File: src/rtl/tspp_fetch_stage_if.sv
// Instruction-memory request/response bundle between the fetch stage and imem.
interface tspp_fetch_stage_if;
  logic        imem_ren;
  logic [31:0] imem_addr;
  logic        imem_busy;
  logic [31:0] imem_rdata;
  logic        imem_error;

  // Fetch stage issues the request and consumes the response.
  modport master (
    output imem_ren, imem_addr,
    input  imem_busy, imem_rdata, imem_error
  );

  // Memory side answers the request.
  modport slave (
    input  imem_ren, imem_addr,
    output imem_busy, imem_rdata, imem_error
  );
endinterface

File: src/rtl/tspp_fetch_stage.sv
// Fetch stage: owns the PC, drives one outstanding imem read, drops the data of
// a read that was overtaken by a redirect, and fills the fetch/execute latch.
module tspp_fetch_stage #(
  parameter logic [31:0] RESET_PC = 32'h0000_0200,
  parameter logic [31:0] NOP_INSN = 32'h0000_0013
) (
  input  logic                      CLK,
  input  logic                      nRST,
  // hazard unit controls
  input  logic                      pc_en,
  input  logic                      npc_sel,
  input  logic                      if_ex_stall,
  input  logic                      if_ex_flush,
  input  logic [31:0]               priv_pc,
  input  logic                      insert_priv_pc,
  input  logic [31:0]               brj_addr,
  input  logic                      pred_taken,
  input  logic [31:0]               pred_target,
  // imem bus
  tspp_fetch_stage_if.master        imem,
  // status to hazard unit
  output logic                      iren,
  output logic                      i_mem_busy,
  output logic                      fault_insn,
  output logic                      mal_insn,
  output logic [31:0]               epc_f,
  output logic [31:0]               badaddr_f,
  // fetch/execute latch
  output logic                      fe_valid,
  output logic [31:0]               fe_instr,
  output logic [31:0]               fe_pc,
  output logic [31:0]               fe_pc4,
  output logic                      fe_prediction
);

  typedef enum logic {
    S_FETCH   = 1'b0,
    S_DISCARD = 1'b1
  } state_e;

  state_e      state_q, state_d;
  logic [31:0] pc_q, pc_d;
  logic [31:0] redirect_pc_q, redirect_pc_d;

  logic        fe_valid_q, fe_valid_d;
  logic [31:0] fe_instr_q, fe_instr_d;
  logic [31:0] fe_pc_q, fe_pc_d;
  logic [31:0] fe_pc4_q, fe_pc4_d;
  logic        fe_pred_q, fe_pred_d;

  logic        ren;
  logic        fetch_ok;
  logic        fetch_fault;
  logic        busy_status;

  // Redirect request and its target; a trap vector always beats a branch.
  logic        redir_req;
  logic [31:0] redir_tgt;
  logic [31:0] pc_plus4;
  logic        misaligned;

  assign redir_req  = insert_priv_pc | npc_sel;
  assign redir_tgt  = insert_priv_pc ? priv_pc : brj_addr;
  assign pc_plus4   = pc_q + 32'd4;
  assign misaligned = (pc_q[1:0] != 2'b00);

  // FSM state register.
  always_ff @(posedge CLK or negedge nRST) begin
    if (!nRST) state_q <= S_FETCH;
    else       state_q <= state_d;
  end

  // FSM next state: a redirect during an outstanding read parks us in DISCARD
  // until that read retires, so the stale word never reaches the latch.
  always_comb begin
    state_d = state_q;
    case (state_q)
      S_FETCH:   if (ren && imem.imem_busy && redir_req) state_d = S_DISCARD;
      S_DISCARD: if (!imem.imem_busy)                    state_d = S_FETCH;
      default:                                           state_d = S_FETCH;
    endcase
  end

  // FSM outputs: request enable, busy status, completion qualifiers.
  always_comb begin
    ren         = (state_q == S_FETCH) && !misaligned;
    busy_status = (ren && imem.imem_busy) || (state_q == S_DISCARD);
    fetch_fault = ren && !imem.imem_busy &&  imem.imem_error;
    fetch_ok    = ren && !imem.imem_busy && !imem.imem_error;
  end

  // PC and pending-redirect next state.
  always_comb begin
    pc_d          = pc_q;
    redirect_pc_d = redirect_pc_q;
    if (state_q == S_DISCARD) begin
      // Latest redirect wins; it is applied once the dropped read retires.
      if (redir_req)         redirect_pc_d = redir_tgt;
      if (!imem.imem_busy)   pc_d          = redirect_pc_d;
    end else if (state_d == S_DISCARD) begin
      // Hold pc so imem_addr stays stable for the read being abandoned.
      redirect_pc_d = redir_tgt;
    end else if (pc_en) begin
      if (insert_priv_pc)    pc_d = priv_pc;
      else if (npc_sel)      pc_d = brj_addr;
      else if (pred_taken)   pc_d = pred_target;
      else                   pc_d = pc_plus4;
    end
  end

  // PC and pending-redirect registers.
  always_ff @(posedge CLK or negedge nRST) begin
    if (!nRST) begin
      pc_q          <= RESET_PC;
      redirect_pc_q <= 32'h0;
    end else begin
      pc_q          <= pc_d;
      redirect_pc_q <= redirect_pc_d;
    end
  end

  // Latch next state: flush beats stall, stall holds everything.
  always_comb begin
    fe_valid_d = fe_valid_q;
    fe_instr_d = fe_instr_q;
    fe_pc_d    = fe_pc_q;
    fe_pc4_d   = fe_pc4_q;
    fe_pred_d  = fe_pred_q;
    if (if_ex_flush) begin
      fe_valid_d = 1'b0;
      fe_instr_d = NOP_INSN;
    end else if (!if_ex_stall) begin
      fe_valid_d = fetch_ok;
      fe_instr_d = fetch_ok ? imem.imem_rdata : NOP_INSN;
      fe_pc_d    = pc_q;
      fe_pc4_d   = pc_plus4;
      fe_pred_d  = pred_taken;
    end
  end

  // Fetch/execute latch registers.
  always_ff @(posedge CLK or negedge nRST) begin
    if (!nRST) begin
      fe_valid_q <= 1'b0;
      fe_instr_q <= NOP_INSN;
      fe_pc_q    <= 32'h0;
      fe_pc4_q   <= 32'h0;
      fe_pred_q  <= 1'b0;
    end else begin
      fe_valid_q <= fe_valid_d;
      fe_instr_q <= fe_instr_d;
      fe_pc_q    <= fe_pc_d;
      fe_pc4_q   <= fe_pc4_d;
      fe_pred_q  <= fe_pred_d;
    end
  end

  assign imem.imem_ren  = ren;
  assign imem.imem_addr = pc_q;
  assign iren           = ren;
  assign i_mem_busy     = busy_status;
  assign fault_insn     = fetch_fault;
  assign mal_insn       = misaligned;
  assign epc_f          = pc_q;
  assign badaddr_f      = pc_q;
  assign fe_valid       = fe_valid_q;
  assign fe_instr       = fe_instr_q;
  assign fe_pc          = fe_pc_q;
  assign fe_pc4         = fe_pc4_q;
  assign fe_prediction  = fe_pred_q;

endmodule

File: src/flat_wrapper.sv
// flat-port wrapper written by rule: the top's interface ports become plain ports
module tspp_fetch_stage_flat 
#(
  parameter logic [31:0] RESET_PC = 32'h0000_0200,
  parameter logic [31:0] NOP_INSN = 32'h0000_0013
)
  (CLK, nRST, pc_en, npc_sel, if_ex_stall, if_ex_flush, priv_pc, insert_priv_pc, brj_addr, pred_taken, pred_target, iren, i_mem_busy, fault_insn, mal_insn, epc_f, badaddr_f, fe_valid, fe_instr, fe_pc, fe_pc4, fe_prediction, imem_imem_ren, imem_imem_addr, imem_imem_busy, imem_imem_rdata, imem_imem_error);
  tspp_fetch_stage_if imem_i ();
  input  logic CLK;
  input  logic nRST;
  input  logic pc_en;
  input  logic npc_sel;
  input  logic if_ex_stall;
  input  logic if_ex_flush;
  input  logic [31:0] priv_pc;
  input  logic insert_priv_pc;
  input  logic [31:0] brj_addr;
  input  logic pred_taken;
  input  logic [31:0] pred_target;
  output logic iren;
  output logic i_mem_busy;
  output logic fault_insn;
  output logic mal_insn;
  output logic [31:0] epc_f;
  output logic [31:0] badaddr_f;
  output logic fe_valid;
  output logic [31:0] fe_instr;
  output logic [31:0] fe_pc;
  output logic [31:0] fe_pc4;
  output logic fe_prediction;
  output wire logic [$bits(imem_i.imem_ren)-1:0] imem_imem_ren;
  output wire logic [$bits(imem_i.imem_addr)-1:0] imem_imem_addr;
  input wire logic [$bits(imem_i.imem_busy)-1:0] imem_imem_busy;
  input wire logic [$bits(imem_i.imem_rdata)-1:0] imem_imem_rdata;
  input wire logic [$bits(imem_i.imem_error)-1:0] imem_imem_error;
  assign imem_imem_ren = imem_i.imem_ren;
  assign imem_imem_addr = imem_i.imem_addr;
  assign imem_i.imem_busy = imem_imem_busy;
  assign imem_i.imem_rdata = imem_imem_rdata;
  assign imem_i.imem_error = imem_imem_error;
  tspp_fetch_stage #(.RESET_PC(RESET_PC), .NOP_INSN(NOP_INSN)) u_core (.CLK(CLK), .nRST(nRST), .pc_en(pc_en), .npc_sel(npc_sel), .if_ex_stall(if_ex_stall), .if_ex_flush(if_ex_flush), .priv_pc(priv_pc), .insert_priv_pc(insert_priv_pc), .brj_addr(brj_addr), .pred_taken(pred_taken), .pred_target(pred_target), .imem(imem_i), .iren(iren), .i_mem_busy(i_mem_busy), .fault_insn(fault_insn), .mal_insn(mal_insn), .epc_f(epc_f), .badaddr_f(badaddr_f), .fe_valid(fe_valid), .fe_instr(fe_instr), .fe_pc(fe_pc), .fe_pc4(fe_pc4), .fe_prediction(fe_prediction));
endmodule
File: config.mk
export PLATFORM = sky130hd
export DESIGN_NAME = tspp_fetch_stage_flat
export DESIGN_NICKNAME = d
export VERILOG_FILES = /design/src/rtl/tspp_fetch_stage_if.sv /design/src/rtl/tspp_fetch_stage.sv /design/src/flat_wrapper.sv
export SDC_FILE = /design/constraint.sdc
export NUM_CORES = 1
export LEC_CHECK = 0
export CAP_MARGIN = 25
export CELL_PAD_IN_SITES_DETAIL_PLACEMENT = 0
export CELL_PAD_IN_SITES_GLOBAL_PLACEMENT = 1
export CORE_ASPECT_RATIO = 0.9
export CORE_MARGIN = 4
export CORE_UTILIZATION = 29
export DETAILED_ROUTE_END_ITERATION = 10
export GPL_ROUTABILITY_DRIVEN = 1
export GPL_TIMING_DRIVEN = 0
export PLACE_DENSITY = 0.78
export REMOVE_ABC_BUFFERS = 1
export SLEW_MARGIN = 20
export SYNTH_ARGS = -nofsm -noshare
export SYNTH_HDL_FRONTEND = slang
export SYNTH_SLANG_ARGS = --single-unit
File: constraint.sdc
create_clock -name CLK -period 1.9 [get_ports CLK]
set_clock_uncertainty 0.1 [all_clocks]
set_input_delay 0.19 -clock CLK [delete_from_list [all_inputs] [get_ports CLK]]
set_output_delay 0.19 -clock CLK [all_outputs]
set_load 0.02 [all_outputs]
After elaboration in Yosys (flattened, before gate mapping)
Cells that the tools add are included.
Word-level totals
  bits in registers: 163
  bits of input ports: 138
  output and inout port bits: 199
  word-level logic and storage cells: 50
Cells by class
  add/sub/neg operators: 1
  equality and inequality tests: 3
  muxes and demuxes: 19
  bitwise logic cells: 4
  reductions and logical operators: 15
Operators by type and width (count)
  32-bit 2-to-1 mux: 14
  32-bit by 3-bit adder with 32-bit output (second input constant): 1
  1-bit logical AND: 6
  2-bit nonzero test: 3
  1-bit 2-to-1 mux: 4
  2-bit by 1-bit != test with 1-bit output (second input constant): 2
  1-bit zero test: 3
  1-bit inverter: 3
  3-bit AND reduction: 1
  2-bit != test (second input constant): 1
  1-bit case mux with 2 select lines: 1
  2-bit AND reduction: 1
  1-bit logical OR: 1
  1-bit OR: 1

Logic depth before layout (Yosys ltp)
Gate-level depths: netlist (run 1).
  depth in word-level cells: 9
  mapped depth: 8

Worst setup path after synthesis (run 1)
No wires, ideal clock.
  path kind: reg2reg
  start: register u_core.pc_q[2], in the netlist u_core.badaddr_f[2]
  end: register u_core.pc_q[16], in the netlist u_core.badaddr_f[16]
  arrival: 2023 ps
  required time: 1674 ps
  slack: -349 ps
  cell stages (with the launch flop): 7
  path buffers: 0
  period minus slack after synthesis: 2249 ps
  cell sequence: dfrtp_1 > ha_1 > nand3_2 > nor4_1 > and3_1 > o21ai_0 > a221o_1
Between the ends
  cells in the longest elaborated chain, start to end: 7
RTL lines
  from (decl): line tspp_fetch_stage.sv:42  | logic [31:0] pc_q, pc_d;
  from (signal assigned): line tspp_fetch_stage.sv:117  | pc_q <= pc_d;
  32-bit by 3-bit adder with 32-bit output: line tspp_fetch_stage.sv:64  | assign pc_plus4 = pc_q + 32'd4;
  32-bit 2-to-1 mux: line tspp_fetch_stage.sv:106  | else if (pred_taken) pc_d = pred_target;
  32-bit 2-to-1 mux: line tspp_fetch_stage.sv:105  | else if (npc_sel) pc_d = brj_addr;
  32-bit 2-to-1 mux: line tspp_fetch_stage.sv:104  | if (insert_priv_pc) pc_d = priv_pc;
  32-bit 2-to-1 mux: line tspp_fetch_stage.sv:103  | end else if (pc_en) begin
  32-bit 2-to-1 mux: line tspp_fetch_stage.sv:100  | end else if (state_d == S_DISCARD) begin
  32-bit 2-to-1 mux: line tspp_fetch_stage.sv:96  | if (state_q == S_DISCARD) begin
Every way passes these cells. The select of a mux whose other input is x is not followed.
A chain may end at the register's enable or synchronous reset.

Worst setup path in the final report (run 1)
  start: register u_core.pc_q[1], in the netlist u_core.badaddr_f[1]
  end: output fault_insn
Between the ends
  cells in the longest elaborated chain, start to end: 5
RTL lines
  2-bit nonzero test: line tspp_fetch_stage.sv:65  | assign misaligned = (pc_q[1:0] != 2'b00);
  1-bit zero test: line tspp_fetch_stage.sv:86  | ren = (state_q == S_FETCH) && !misaligned;
  1-bit logical AND: line tspp_fetch_stage.sv:86
  1-bit logical AND (2 in a row): line tspp_fetch_stage.sv:88  | fetch_fault = ren && !imem.imem_busy && imem.imem_error;
  to (decl): line flat_wrapper.sv:22  | output logic fault_insn;
Every way passes these cells.

==> summary.txt, run 1 <==
Outcome
  • Status: finished, violations left
  • Failing checks: setup timing

Power and ir drop
  • Switch Pwr: 6130 µW
  • Sw Share: 39.0%
  • Power Internal: 9560 µW
  • Pwr Density: 1070 nW/µm²
  • Max IR drop VDD: 0.604 mV
  • Comb power frac: 44.2%
  • Leakage power: 0.00659 µW
  • Flop pwr share: 32.7%
  • Clock power share: 23.2%

Timing
  • Setup ws final: -0.124 ns
  • Slew headroom: 49.1%
  • Fin crit period: 2.02 ns
  • Final setup viols: 27
  • Max-slew violations: 0
  • RSZ-0062 raised after global routing: yes
  • Final hold vios: 0
  • Least-Margin Pin Slew: 0.763 ns
  • Post-route clock period utilization: 107%
  • Fmax: 494 MHz

Finish
  • Layout cells sized above 1: 22.6%
  • Register area: 4070 µm²
  • Multi-input gate area: 4680 µm²
  • Fill count: 2834
  • Layout net count: 1496
  • Final core occ: 48.9%
  • Leading cell types in the layout, fill and taps excluded: clkdlybuf4s50_1 (250), nand2_1 (188), dfrtp_1 (129)
  • Commonest non-fill, non-tap cell in the layout: clkdlybuf4s50_1
  • Area growth, synth to finish: 65.4%

Drt
  • Router iterations before antenna repair: 6
  • Final wirelength: 38.2 mm
  • DRT antenna net count: 0
  • Detailed-route DRC error count: 0
  • Iteration-0 DRC Markers: 595
  • Wire per inst: 21.5 µm
  • Vias: 8960
  • Avg Vias per Cell: 5.05

Critical path
  • CP cell instances: or2_4, or3_4, nor2_4, buf_6
  • Crit. End Element: primary output
  • Slowest stage delay, CP: 0.42 ns
  • WS Path Type: reg2out
  • Critical Path Slowest Stage Cell: dfrtp_2
  • Element type at the critical path start: flop
  • Max Fanout on Critical Path: 3
  • Critical path required time: 1.61 ns
  • Arr. time, crit path: 1.73 ns

Floorplan
  • Top-Level Pins: 337
  • # rows: 60
  • Die area: 33500 µm²
  • Total core area: 30000 µm²
  • Initial core utilization: 29.6%
  • Die Wd: 192 µm
  • Die height: 174 µm

Logic synthesis
  • Syn. warnings: 0
  • Sequential area share after synthesis: 45.5%
  • Yosys reg bits: 161
  • EDFF count, synth: 0
  • Main flop type after synthesis: dfrtp_1
  • Post-Syn Instances: 999
  • Ys async rst share: 100%
  • Library cells used by synthesis: 71
  • Syn avg cell area: 8.88 µm²
  • Post-Syn Area: 8870 µm²

Global routing
  • Largest net degree at the start of global routing: 88
  • Initial antenna violation count: 1
  • Vias in the first global route: 8984
  • Gr ovfl total: 0
  • Global-route wire length before repair: 56.1 mm
  • GRT Util Overall: 22.1%

Place
  • Gp weighted congestion: 0.781
  • DP Wirelength: 23.8 mm
  • Count of input and output buffers: 336
  • Setup WS pre-CTS: -1.32 ns

CTS
  • Maximum clock insertion buffer count: 2
  • Root Buffer: clkbuf_16
  • Clk_lat worst skew: 0.44 ns
  • Clock slew at reported path FFs: 0.07 ns
  • CTS H-tree lvls: 4
  • CTS tree: yes
  • CTS sink cnt: 161
  • TritonCTS Buffers: 17

Worst hold path
  • Tightest Hold Check Type: in2reg

Job
  • Max cap viols: 0
[worst max-delay path, delay by kind of cell (launching register included)]
family,cells,cell delay (ns)
and+or+nand+nor,3,0.76
DFF,1,0.42
buffers and inverters,1,0.13
[power by group through the flow]
stage          registers, µW  clock network [µW]  logic, µW
2_1_floorplan           6340                   0       1500
3_3_place_gp            5320                   0       5680
3_5_place_dp            5350                   0       5820
4_1_cts                 5130                3730       6720
5_1_grt                 5270                3870       7410
6_report                5130                3630       6930
[sequential cells by signal (all words and copies together), names as in the netlist]
signal and flops:
u_core.badaddr_f 32, u_core.fe_instr 32, u_core.fe_pc 30, u_core.fe_pc4 32, u_core.fe_prediction 1, u_core.fe_valid 1, u_core.redirect_pc_q 32, u_core.state_q 1
[cells by family after synthesis]
family / after synthesis / share of synthesized area, %
DFF: 161 / 45.5
AOI/OAI and AO/OA: 299 / 21.4
xor gates and xnor gates: 25 / 2.47
adders and majority gates: 1 / 0.141
buffers and inverters: 152 / 9.62
and+or+nand+nor: 330 / 17.4
muxes: 31 / 3.54
[final cells by class]
| class | instances | share of cell area [%] |
|---|---|---|
| timing repair buffer | 460 | 32.3 |
| clock buffer | 17 | 2.90 |
| inverter | 20 | 0.571 |
| clock inverter | 15 | 1.17 |
| sequential | 161 | 27.7 |
| timing repair inverter | 1 | 0.0341 |
| multi-input combinational | 696 | 31.9 |
| tap | 403 | 3.43 |
| antenna | 1 | 0.0170 |
[metrics by stage]
stage | total power, µW | setup TNS, ns | hold slack (ns) | area, µm² | instances
3_3_place_gp | 11000 | -1538.63 | 0.359 | 12000 | 1606
6_report | 15700 | -1.31 | 0.138 | 14700 | 1774
5_1_grt | 16500 | -3.57 | 0.146 | 14700 | 1773
2_1_floorplan | 7840 | -107.09 | -0.206 | 8100 | 867
3_5_place_dp | 11200 | -93.08 | 0.108 | 12200 | 1618
4_1_cts | 15600 | -0.924 | 0.185 | 14100 | 1752
[final timing paths]
path,from,to,slack [ns],cells past startpoint
worst max-delay path,u_core.badaddr_f[1],fault_insn,-0.12,4
worst min-delay path,insert_priv_pc,u_core.redirect_pc_q[29],0.14,3
worst max register to register,u_core.badaddr_f[9],u_core.badaddr_f[18],-0.11,7
max in group asynchronous,nRST,u_core.badaddr_f[7],0.59,3
worst min register to register,u_core.fe_pc[12],u_core.fe_pc[12],0.37,2
min in group asynchronous,nRST,u_core.fe_pc[14],0.21,2
[synth_stat cells, types with 3 or more instances]
master,count,share of area (%)
a21boi_0,17,1.4
a21o_1,6,0.51
a21oi_1,63,3.6
a221o_1,5,0.56
a221oi_1,10,0.99
a22o_1,29,2.9
a22oi_1,4,0.34
a31oi_1,10,0.70
and2_1,7,0.49
and3_1,8,0.56
and4_1,4,0.39
buf_1,6,0.25
buf_2,13,0.73
buf_4,71,6.0
clkbuf_1,42,1.8
dfrtp_1,157,44
dfstp_2,4,1.2
inv_1,19,0.80
mux2_2,3,0.38
mux2i_1,28,3.2
nand2_1,193,8.2
nand2b_1,7,0.49
nand3_1,12,0.68
nand4_1,4,0.28
nor2_1,47,2.0
nor2b_1,6,0.42
nor3_1,14,0.79
nor4_1,4,0.28
o211ai_1,3,0.25
o21a_1,5,0.42
o21ai_0,105,5.9
o21bai_1,4,0.34
o22a_1,5,0.49
o22ai_1,9,0.63
o311a_1,3,0.34
or2_2,3,0.21
xnor2_1,17,1.7
xor2_1,8,0.79
[repair_timing]
item,4_1_cts,5_1_grt
resized for setup,195,113
setup buffers,90,20
gates cloned,11,1
hold endpoints to repair,74,0
pin swaps,39,56
hold buffers,1,0
endpoints found under the setup margin,215,125
[routing by layer]
metal / routed length [µm] / global-route usage [%]
met1: 17500 / 31.8
met2: 17100 / 34.0
met3: 3060 / 5.30
met4: 446 / 4.55
met5: 0 / 0
Power figures use the tool's default switching activity.
==> run 2: changes to the inputs <==
Settings changed: CORE_UTILIZATION 29 to 30, PLACE_DENSITY 0.78 to 0.77.
Clock period 1.9 ns to 2.1 ns, I/O delays scaled along.
==> run 2 against run 1 <==
- the run still ends with setup timing left
- global-route usage fell by 1.3 points
- highest routed layer is now met5
- count of clock-buffer cells in the layout rose by 1
- critical path depth unchanged
==> summary.txt, run 2 (same netlist as run 1, synthesis figures left out) <==
Outcome
  • Status: finished, violations left (unchanged)
  • Failing checks: setup timing (unchanged)

Timing
  • Setup ws final: -0.00906 ns (was -0.124 ns)
  • Final hold vios: 0 (unchanged)
  • Slew headroom: 50.9% (was 49.1%)
  • Fin crit period: 2.11 ns
  • Least-Margin Pin Slew: 0.735 ns (was 0.763 ns)
  • Final setup viols: 1 (was 27)
  • Max-slew violations: 0 (unchanged)
  • Fmax: 474 MHz
  • Post-route clock period utilization: 100%
  • RSZ-0062 raised after global routing: yes (unchanged)

Place
  • Setup WS pre-CTS: -1.21 ns (was -1.32 ns)
  • DP Wirelength: 24.2 mm (was 23.8 mm)
  • DP Cell Count: 1612 (was 1618)
  • Count of input and output buffers: 336 (unchanged)
  • Gp weighted congestion: 0.755 (was 0.781)

Critical path
  • Element type at the critical path start: flop (unchanged)
  • Max Fanout on Critical Path: 3 (unchanged)
  • Critical R2R Launch: u_core.badaddr_f[2] (was u_core.badaddr_f[9])
  • R2r endpoint: u_core.fe_pc4[25] (was u_core.badaddr_f[18])
  • Flop2flop setup slack: 0.06 ns (was -0.11 ns)
  • Critical path required time: 1.79 ns (was 1.61 ns)
  • Arr. time, crit path: 1.80 ns (was 1.73 ns)
  • Crit. End Element: primary output (unchanged)
  • Register-to-Register Path Depth: 7 (unchanged)
  • WS Path Type: reg2out (unchanged)

Floorplan
  • Total core area: 29000 µm² (was 30000 µm²)
  • Die area: 32400 µm² (was 33500 µm²)
  • Initial core utilization: 30.6% (was 29.6%)
  • # rows: 59 (was 60)
  • Die Wd: 189 µm (was 192 µm)
  • Die height: 171 µm (was 174 µm)
  • Top-Level Pins: 337 (unchanged)

CTS
  • CTS H-tree lvls: 4 (unchanged)
  • Maximum clock insertion buffer count: 2 (unchanged)
  • CTS sink cnt: 161 (unchanged)
  • Clock slew at reported path FFs: 0.06 ns (was 0.07 ns)
  • TritonCTS Buffers: 17 (unchanged)
  • CTS tree: yes (unchanged)
  • Root Buffer: clkbuf_16 (unchanged)
  • Clk_lat worst skew: 0.43 ns (was 0.44 ns)

Finish
  • Layout cells sized above 1: 13.8% (was 22.6%)
  • Commonest non-fill, non-tap cell in the layout: clkdlybuf4s50_1 (unchanged)
  • Layout net count: 1429 (was 1496)
  • Ant diodes: 0 (was 1)
  • Final Instance Count excl. Fillers: 1698 (was 1774)
  • Leading cell types in the layout, fill and taps excluded: clkdlybuf4s50_1 (327), nand2_1 (190), dfrtp_1 (133) (was clkdlybuf4s50_1 (250), nand2_1 (188), dfrtp_1 (129))
  • Area growth, synth to finish: 52.1% (was 65.4%)

Drt
  • Avg Vias per Cell: 5.05 (about the same)
  • Iteration-0 DRC Markers: 562 (was 595)
  • Router iterations before antenna repair: 5 (was 6)
  • DR top layer: met5 (was met4)
  • DRT antenna net count: 0 (unchanged)
  • Met3 routed WL: 2.54 mm (was 3.06 mm)
  • Met2 WL: 16.0 mm (was 17.1 mm)
  • Detailed-route DRC error count: 0 (unchanged)
  • Wire per inst: 20.5 µm (was 21.5 µm)
  • WL met1: 15.7 mm (was 17.5 mm)
  • Final wirelength: 34.8 mm (was 38.2 mm)
  • Vias: 8567 (was 8960)

Job
  • Max cap viols: 0 (unchanged)

Power and ir drop
  • Leakage power: 0.00574 µW (was 0.00659 µW)
  • Pwr Density: 997 nW/µm² (was 1070 nW/µm²)
  • Max IR drop VDD: 0.543 mV (was 0.604 mV)

Worst hold path
  • Hold EP: u_core.state_q (was u_core.redirect_pc_q[29])
  • Hold path depth: 2 (was 3)
  • Hold Path Origin: imem_imem_busy (was insert_priv_pc)
  • Tightest Hold Check Type: in2reg (unchanged)

Global routing
  • Vias in the first global route: 8609 (was 8984)
  • Largest net degree at the start of global routing: 86 (was 88)
  • GRT Util Overall: 20.8% (was 22.1%)
  • Global-route wire length before repair: 52.4 mm (was 56.1 mm)
  • Initial antenna violation count: 1 (unchanged)
  • Gr ovfl total: 0 (unchanged)
[run 2: changes by cell type in the layout (fill, tap and decap cells not counted), moves of 9 or more]
| cell | delta |
|---|---|
| o21ai_0 | +30 |
| dlygate4sd2_1 | -33 |
| buf_6 | -28 |
| dlymetal6s2s_1 | -41 |
| clkdlybuf4s50_1 | +77 |
| o21ai_1 | -19 |
| buf_12 | -9 |
| buf_4 | -27 |
[run 2: worst max path at each step]
stage / start / end / slack (ns) / cells after the start
floorplan: u_core.badaddr_f[1] / u_core.fe_instr[10] / -1.30 / 4
global route: u_core.badaddr_f[1] / fault_insn / -0.07 / 4
detailed placement: pred_taken / u_core.badaddr_f[18] / -1.21 / 6
CTS: u_core.badaddr_f[1] / fault_insn / -0.11 / 4
global placement: nRST / u_core.fe_pc4[5] / -6.53 / 1
finish: u_core.badaddr_f[1] / fault_insn / -0.009 / 4
[run 2: metrics by stage]
step / power [µW] / cell area, µm² / setup TNS (ns) / hold WS [ns] / utilization (%)
floorplan: 7090 / 8100 / -83.91 / -0.186 / -
global placement: 9990 / 12000 / -1504.66 / 0.360 / 41.2
detailed placement: 10100 / 12300 / -66.90 / 0.139 / 42.3
CTS: 13500 / 13200 / -0.111 / 0.230 / 45.6
global route: 14200 / 13500 / -0.0736 / 0.123 / 46.5
finish: 13500 / 13500 / -0.00906 / 0.123 / 46.5
[run 2: area by class of cell]
class                   instances  area (µm²)
clock buffers                  18         429
clock inverters                13         105
fillers                      2747       15500
inverters                      20        78.8
multi-input cells             688        4250
flip-flops and latches        161        4070
well taps                     396         495
repair buffers                402        4080
[run 2: repair_timing]
action | 4_1_cts | 5_1_grt
hold endpoints to repair | 76 | 0
hold buffers | 1 | 0
cloned | 2 | 0
pin swaps | 9 | 9
endpoints found under the setup margin | 127 | 37
buffers inserted | 31 | 20
gates resized for setup | 60 | 26
[run 2: power breakdown]
part	switching, µW	leakage [µW]	internal, µW
registers	777	0.00198	3930
logic	3050	0.00350	2740
clock network	1430	0.000255	1530
total	5260	0.00574	8200
[run 2: critical path, stage by stage (launching register included)]
cell	delay (ns)
dfrtp_2	0.43
or2_4	0.29
or3_4	0.40
nor2_4	0.12
buf_6	0.13
[run 2: layer usage]
layer  global-route usage (%)  vias up
li1                         -     4023
met1                     28.6     4152
met4                     4.81        2
met2                     33.5      366
met3                     4.95       24
met5                        0        -
==> run 3: changes to the inputs <==
Settings changed: GPL_ROUTABILITY_DRIVEN 1 to 0.
==> results of run 3 <==
Final layout, timing and power as in run 2 (identical DEF).
